<file path="src/rtl/timer_pkg.sv">
// Shared constants and state encoding for the timer interrupt controller.
// Imported by the edge detector and the controller top.
package timer_pkg;

    // Number of timer sources and width of a source index.
    localparam int NUM_SRC = 4;
    localparam int ID_W    = 2;

    // Presentation FSM: nothing on the line, or one source presented.
    typedef enum logic [0:0] {
        IRQ_IDLE   = 1'b0,
        IRQ_ASSERT = 1'b1
    } irq_state_t;

endpackage

</file>
<file path="src/rtl/tick_edge_det.sv">
// Rising-edge detector for the timer tick lines.
// Keeps one cycle of history per source.
module tick_edge_det #(
    parameter int W = 4
) (
    input  logic         clock,
    input  logic         reset,
    input  logic [W-1:0] tick_in,
    output logic [W-1:0] rise
);

    logic [W-1:0] hist;

    // History starts at 0 so a line already high at release counts once.
    always_ff @(posedge clock) begin
        if (reset) begin
            hist <= '0;
        end else begin
            hist <= tick_in;
        end
    end

    // A level held high produces a single-cycle rise.
    assign rise = tick_in & ~hist;

endmodule

</file>
<file path="src/rtl/timer_irq_ctrl.sv">
// Timer interrupt aggregator: edge capture, pending/missed tracking,
// fixed-priority presentation of one source at a time to a consumer.
module timer_irq_ctrl #(
    parameter int NUM_SRC = timer_pkg::NUM_SRC,
    parameter int ID_W    = timer_pkg::ID_W
) (
    input  logic               clock,
    input  logic               reset,
    input  logic [NUM_SRC-1:0] tick_in,
    input  logic [NUM_SRC-1:0] enable,
    input  logic               ack,
    input  logic               clear_missed,
    output logic               irq,
    output logic [ID_W-1:0]    irq_id,
    output logic [NUM_SRC-1:0] pending,
    output logic [NUM_SRC-1:0] missed
);

    import timer_pkg::*;

    irq_state_t         state;
    logic [NUM_SRC-1:0] rise;
    logic [NUM_SRC-1:0] ack_hit;
    logic [NUM_SRC-1:0] overrun;
    logic [NUM_SRC-1:0] pending_nxt;
    logic [NUM_SRC-1:0] missed_nxt;
    logic [ID_W-1:0]    pick;
    logic               found;
    logic               take_ack;

    tick_edge_det #(
        .W (NUM_SRC)
    ) u_edge (
        .clock   (clock),
        .reset   (reset),
        .tick_in (tick_in),
        .rise    (rise)
    );

    // An ack only counts while a request is actually on the line.
    assign take_ack = (state == IRQ_ASSERT) && ack;

    // One-hot mask of the presented source, active only on a taken ack.
    always_comb begin
        ack_hit = '0;
        if (take_ack) begin
            ack_hit = {{(NUM_SRC-1){1'b0}}, 1'b1} << irq_id;
        end
    end

    // Lowest-index pending source wins; only irq_id registers the choice.
    always_comb begin
        pick  = '0;
        found = 1'b0;
        for (int i = 0; i < NUM_SRC; i++) begin
            if (pending[i] && !found) begin
                pick  = ID_W'(i);
                found = 1'b1;
            end
        end
    end

    // A new edge beats an ack on the same source; disable clears outright.
    always_comb begin
        overrun     = rise & enable & pending & ~ack_hit;
        pending_nxt = enable & ((pending & ~ack_hit) | rise);
        missed_nxt  = (clear_missed ? '0 : missed) | overrun;
    end

    // Pending and sticky missed flags.
    always_ff @(posedge clock) begin
        if (reset) begin
            pending <= '0;
            missed  <= '0;
        end else begin
            pending <= pending_nxt;
            missed  <= missed_nxt;
        end
    end

    // Presentation FSM; irq_id is latched on entry and held otherwise.
    always_ff @(posedge clock) begin
        if (reset) begin
            state  <= IRQ_IDLE;
            irq_id <= '0;
        end else begin
            unique case (state)
                IRQ_IDLE: begin
                    if (found) begin
                        state  <= IRQ_ASSERT;
                        irq_id <= pick;
                    end
                end
                IRQ_ASSERT: begin
                    if (ack) begin
                        state <= IRQ_IDLE;
                    end
                end
            endcase
        end
    end

    assign irq = (state == IRQ_ASSERT);

endmodule

</file>
<file path="config.mk">
export PLATFORM = sky130hd
export DESIGN_NAME = timer_irq_ctrl
export DESIGN_NICKNAME = d
export VERILOG_FILES = /design/src/rtl/timer_pkg.sv /design/src/rtl/tick_edge_det.sv /design/src/rtl/timer_irq_ctrl.sv
export SDC_FILE = /design/constraint.sdc
export NUM_CORES = 1
export LEC_CHECK = 0
export BUFFER_PORTS_ARGS = -buffer_cell sky130_fd_sc_hd__buf_2
export CORE_AREA = 5 5 42 44
export CTS_BUF_LIST = sky130_fd_sc_hd__clkbuf_2 sky130_fd_sc_hd__clkbuf_4 sky130_fd_sc_hd__clkbuf_8
export CTS_CLUSTER_SIZE = 10
export DETAILED_ROUTE_END_ITERATION = 12
export DIE_AREA = 0 0 47 49
export PLACE_DENSITY = 0.72
export SLEW_MARGIN = 0
export SYNTH_ARGS = -nofsm -noshare
export SYNTH_HDL_FRONTEND = slang
export SYNTH_SLANG_ARGS = --single-unit
</file>
<file path="constraint.sdc">
create_clock -name clock -period 1.4 [get_ports clock]
set_input_delay 0.14 -clock clock [delete_from_list [all_inputs] [get_ports clock]]
set_output_delay 0.14 -clock clock [all_outputs]
set_load 0.02 [all_outputs]
</file>
After elaboration in Yosys (flattened, before gate mapping)
Cells that the tools add are included.
{"block": "classes", "n_bitwise": 11, "shifts": 1, "n_mux": 12, "n_reduce_logical": 8}
{"cell": "$and 4x4->4", "n": 6}
{"cell": "$mux 4", "n": 2}
{"cell": "$not 4->4", "n": 2}
{"cell": "$or 4x4->4", "n": 2}
{"cell": "$mux 1", "n": 7}
{"cell": "$logic_and 1x1->1", "n": 4}
{"cell": "$mux 2", "n": 2}
{"cell": "$shl 1x2->4 const A", "n": 1}
{"cell": "$logic_not 1->1", "n": 3}
{"cell": "$pmux 1 s2", "n": 1}
{"cell": "$reduce_and 2->1", "n": 1}
{"cell": "$not 1->1", "n": 1}
{"block": "word_totals", "input_bits": 12, "wordCells": 37, "regBits": 15}

Depth between registers and ports, before layout
{"block": "depth", "ltp_word": 12, "mapped_depth": 4, "ltp_nobuf": 3}

Modules after synthesis
Synthesis repeated with hierarchy kept, for this count alone.
{"block": "hier_totals", "cells_unflattened": 54, "hier_area_um2": 593.1}
{"module": "timer_irq_ctrl", "cells_per_inst": 42, "seq_area_each_um2": 220.2, "area_each_um2": 452.9, "n_inst": 1}
{"module": "tick_edge_det", "cells_per_inst": 12, "seq_area_each_um2": 80.1, "area_each_um2": 140.1, "n_inst": 1}

Least setup slack after synthesis
Ideal clock, no wire load.
{"block": "synth_timing", "path_kind": "register to register", "start": "register state, in the netlist irq", "end": "register missed[0]", "t_arrival_ns": 0.969, "required_ns": 1.272, "setup_ns": 0.128, "setup_slack_ns": 0.303, "stages_incl_launch_ff": 4, "period_less_slack_ns": 1.097, "path_cell_list": "dfxtp_1 > nand2_2 > o31ai_1 > o32ai_1"}
{"block": "synth_between", "elab_chain_cells": 5}
{"element": "start: declaration", "line_no": "timer_irq_ctrl.sv:21", "rtl": "irq_state_t state;"}
{"element": "start signal: assignment", "line_no": "timer_irq_ctrl.sv:84", "rtl": "state <= IRQ_IDLE;"}
{"element": "start signal: assignment", "line_no": "timer_irq_ctrl.sv:90", "rtl": "state <= IRQ_ASSERT;"}
{"element": "start signal: assignment", "line_no": "timer_irq_ctrl.sv:96", "rtl": "state <= IRQ_IDLE;"}
{"element": "$logic_and 1x1->1", "line_no": "timer_irq_ctrl.sv:41", "rtl": "assign take_ack = (state == IRQ_ASSERT) && ack;"}
{"element": "$mux 4", "line_no": "timer_irq_ctrl.sv:46", "rtl": "if (take_ack) begin"}
{"element": "$not 4->4", "line_no": "timer_irq_ctrl.sv:65", "rtl": "overrun = rise & enable & pending & ~ack_hit;"}
{"element": "$and 4x4->4", "line_no": "timer_irq_ctrl.sv:65"}
{"element": "$or 4x4->4", "line_no": "timer_irq_ctrl.sv:67", "rtl": "missed_nxt = (clear_missed ? '0 : missed) | overrun;"}
{"element": "end signal: assignment", "line_no": "timer_irq_ctrl.sv:77", "rtl": "missed <= missed_nxt;"}
{"element": "end: declaration", "line_no": "timer_irq_ctrl.sv:16", "rtl": "output logic [NUM_SRC-1:0] missed"}
Every way passes these cells.
A chain may end at the register's enable or synchronous reset.

Worst setup path in the final report
{"block": "layout_timing", "start": "register state, in the netlist irq", "end": "register missed[2]"}
Same word-level chain as after synthesis.

==> run metrics <==
status=complete, no violations; layout cells sized above 1=between 30% and 40%; Compound-Gate Fraction of Synth Area=between 10% and 20%; Num CTS Buffers=3; worst hold start=tick_in[2]; Final Worst Setup Slack=295.7 ps; Yosys top cell area share=52.52%; Period Utilization, post-route=78.88%; Residual DRC=0; router iterations before antenna repair=4; TritonCTS clock tree=done; Synth Area in Adders=0%; Via Count=just over 500; CP startpoint kind=flip-flop; GRT Total Usage=11.54%; Reg-to-Reg Start=irq$_SDFF_PP0_; largest net degree at the start of global routing=10; Worst Setup SP=irq$_SDFF_PP0_; number of fillers in the final layout=~150; H-tree levels=1; main combinational cell family by area after synthesis=simple AND/OR/NAND/NOR gates; area of the core=between 1000 and 1500 µm²; Pins Over Slew Limit=0; Final TNS setup=0 ps; PostCTS Resize Cnt=0; clk_lat worst skew=270 ps; Tightest Hold Check Type=in -> reg; CTS max path bufs=2; max-cap viol count=0; Routed Antenna Nets=0; Avg Inst Size Synth=9.691 µm²; Simple-Gate Fraction of Synth Area=25.38%; Worst Path Arrival=1260 ps; clock root cell=clkbuf_4; area share of xor/xnor cells in the synthesized design=0%; sequential fraction of the synthesis area=between 50% and 60%; VDD IR max=around 0.84 mV; main area contributors after synthesis=dfxtp_1 (53%), nand2b_1 (9.8%), o32ai_1 (6.1%), a21oi_1 (4.4%), and2b_1 (3.9%); RSZ-0062 raised after global routing=false; Slew HR=around 79%; Routed WL per cell=11.91 µm; GPL Wtd Cong=between 0.8 and 0.9; warnings from Yosys=0; DRT iter0 DRCs=6; global-route wire length before repair=slightly above 2000 µm; hpwl dp=around 960 µm; Layout Area Growth over Synthesis=26.70%; Synth cell types=18; skew final=5.026 ps; Least-Margin Pin Slew=roughly 310 ps; CP Capture Type=flip-flop; Pwr Density=between 1000 and 1500 nW/µm²; largest area contributor in the netlist=dfxtp_1; post-synthesis sequential element count=15; total length of routed wires=1191 µm; Final #Nets=97; placed instance area=694.4 µm²; initial antenna violation count=0; minimum clock period=roughly 1100 ps; Required @ worst endpoint=~1600 ps; I/O pins=23; Worst Path Max Fanout=8; fin area=approximately 720 µm²; port bufs=22; grt total ovfl=0; Ant. Diodes=0; Fmax=roughly 910 MHz; final hold vios=0; die width=47 µm; buffers inserted by post-CTS timing repair=0; hold_buf cts=0; Syn Std Cell Area=about 570 µm²; Power Total=between 0.8 and 0.9 mW; full die area=approximately 2300 µm²; mux share of post-synthesis cell area=0%; Crit Path Class=reg -> reg; vias in the first global route=between 400 and 500; syn_nets=roughly 70; worst slack at placement=between 300 and 400 ps; Post-Synthesis Cells=59; P_leak=roughly 0.33 nW; clock sink count=15; vias per cell=5.070; # setup viols final=0; Clk pin slew, worst setup/hold paths=90 ps; height of the die=roughly 49 µm; initial core utilization=40.80%; number of core rows=14
==> power by group <==
group / internal [mW] / leakage (nW) / switching, mW
logic: 0.0505 / 0.192 / 0.0614
clock network: 0.129 / 0.0184 / 0.134
registers: 0.449 / 0.123 / 0.0232
==> synth_stat cells <==
library cell	instances
o221a_1	1
a21oi_1	5
o32ai_1	4
nand2_1	4
nor2b_1	1
and3_1	1
nor4_2	1
nand2b_1	9
nor2_1	4
nand3_1	1
o221a_2	1
o21ai_0	2
inv_1	3
o31ai_1	2
nand2_2	1
dfxtp_1	15
and2b_1	3
buf_4	1
==> cell usage in the layout (no fill, tap or decap), drive strengths merged <==
cell type | netlist | final
dfxtp | 15 | 15
and2b | 3 | 3
nand2b | 9 | 9
and3 | 1 | 1
nor4 | 1 | 1
o221a | 2 | 2
o32ai | 4 | 4
a21oi | 5 | 5
inv | 3 | 3
o21ai | 2 | 2
clkbuf | 0 | 4
nor2 | 4 | 4
o31ai | 2 | 2
nor2b | 1 | 1
nand3 | 1 | 1
buf | 1 | 22
nand2 | 5 | 5
==> worst max-delay path, stage by stage (launching register included) <==
cell and delay, ps:
dfxtp_1 470, nand2_2 90, o31ai_1 300, o32ai_1 140
==> flip-flops by register name, summed over array words and instances, names as in the netlist <==
register and cells:
irq 1, irq_id 2, missed 4, pending 4
u_edge.hist 4
==> layout make-up <==
type                       count  area [µm²]  share of cell area (%)
clock buffer                   4       30.03                   4.145
inverter                       3       11.26                   1.554
multi-input combinational     40       252.7                   34.89
sequential                    15       300.3                   41.45
tap                           16       20.02                   2.763
timing repair buffer          22       110.1                   15.20
==> worst paths after layout <==
| kind | endpoint | slack, ps | cells after the start |
|---|---|---|---|
| max | missed[2]$_SDFF_PP0_ | 300 | 3 |
| min | u_edge.hist[2]$_SDFF_PP0_ | 80 | 2 |
| max reg2reg | missed[2]$_SDFF_PP0_ | 300 | 3 |
| min reg2reg | missed[1]$_SDFF_PP0_ | 490 | 2 |
==> metal layers <==
metal  vias to the layer above  global-route usage [%]  part of all wire [%]
met1                       235                   14.99                    43
li1                        255                       -                     -
met5                         -                       0                     0
met4                         0                   1.382                  0.76
met3                         2                   3.690                   7.9
met2                        15                   18.78                    48
==> stage by stage <==
| stage | hold WS (ps) | util, % | instances |
|---|---|---|---|
| 2_1_floorplan | 265.2 | - | 59 |
| 3_3_place_gp | 363.7 | 49.55 | 96 |
| 3_5_place_dp | 367.1 | 49.55 | 96 |
| 4_1_cts | 76.56 | 51.70 | 100 |
| 5_1_grt | 73.89 | 51.70 | 100 |
| 6_report | 80.18 | 51.70 | 100 |
==> cells by family (layout without fill, tap and decap cells) <==
| group | after synthesis | in the layout |
|---|---|---|
| AOI/OAI and AO/OA | 15 | 15 |
| buffers and inverters | 4 | 29 |
| DFF | 15 | 15 |
| and+or+nand+nor | 25 | 25 |
Note: power is estimated with default switching activity, not from simulation.
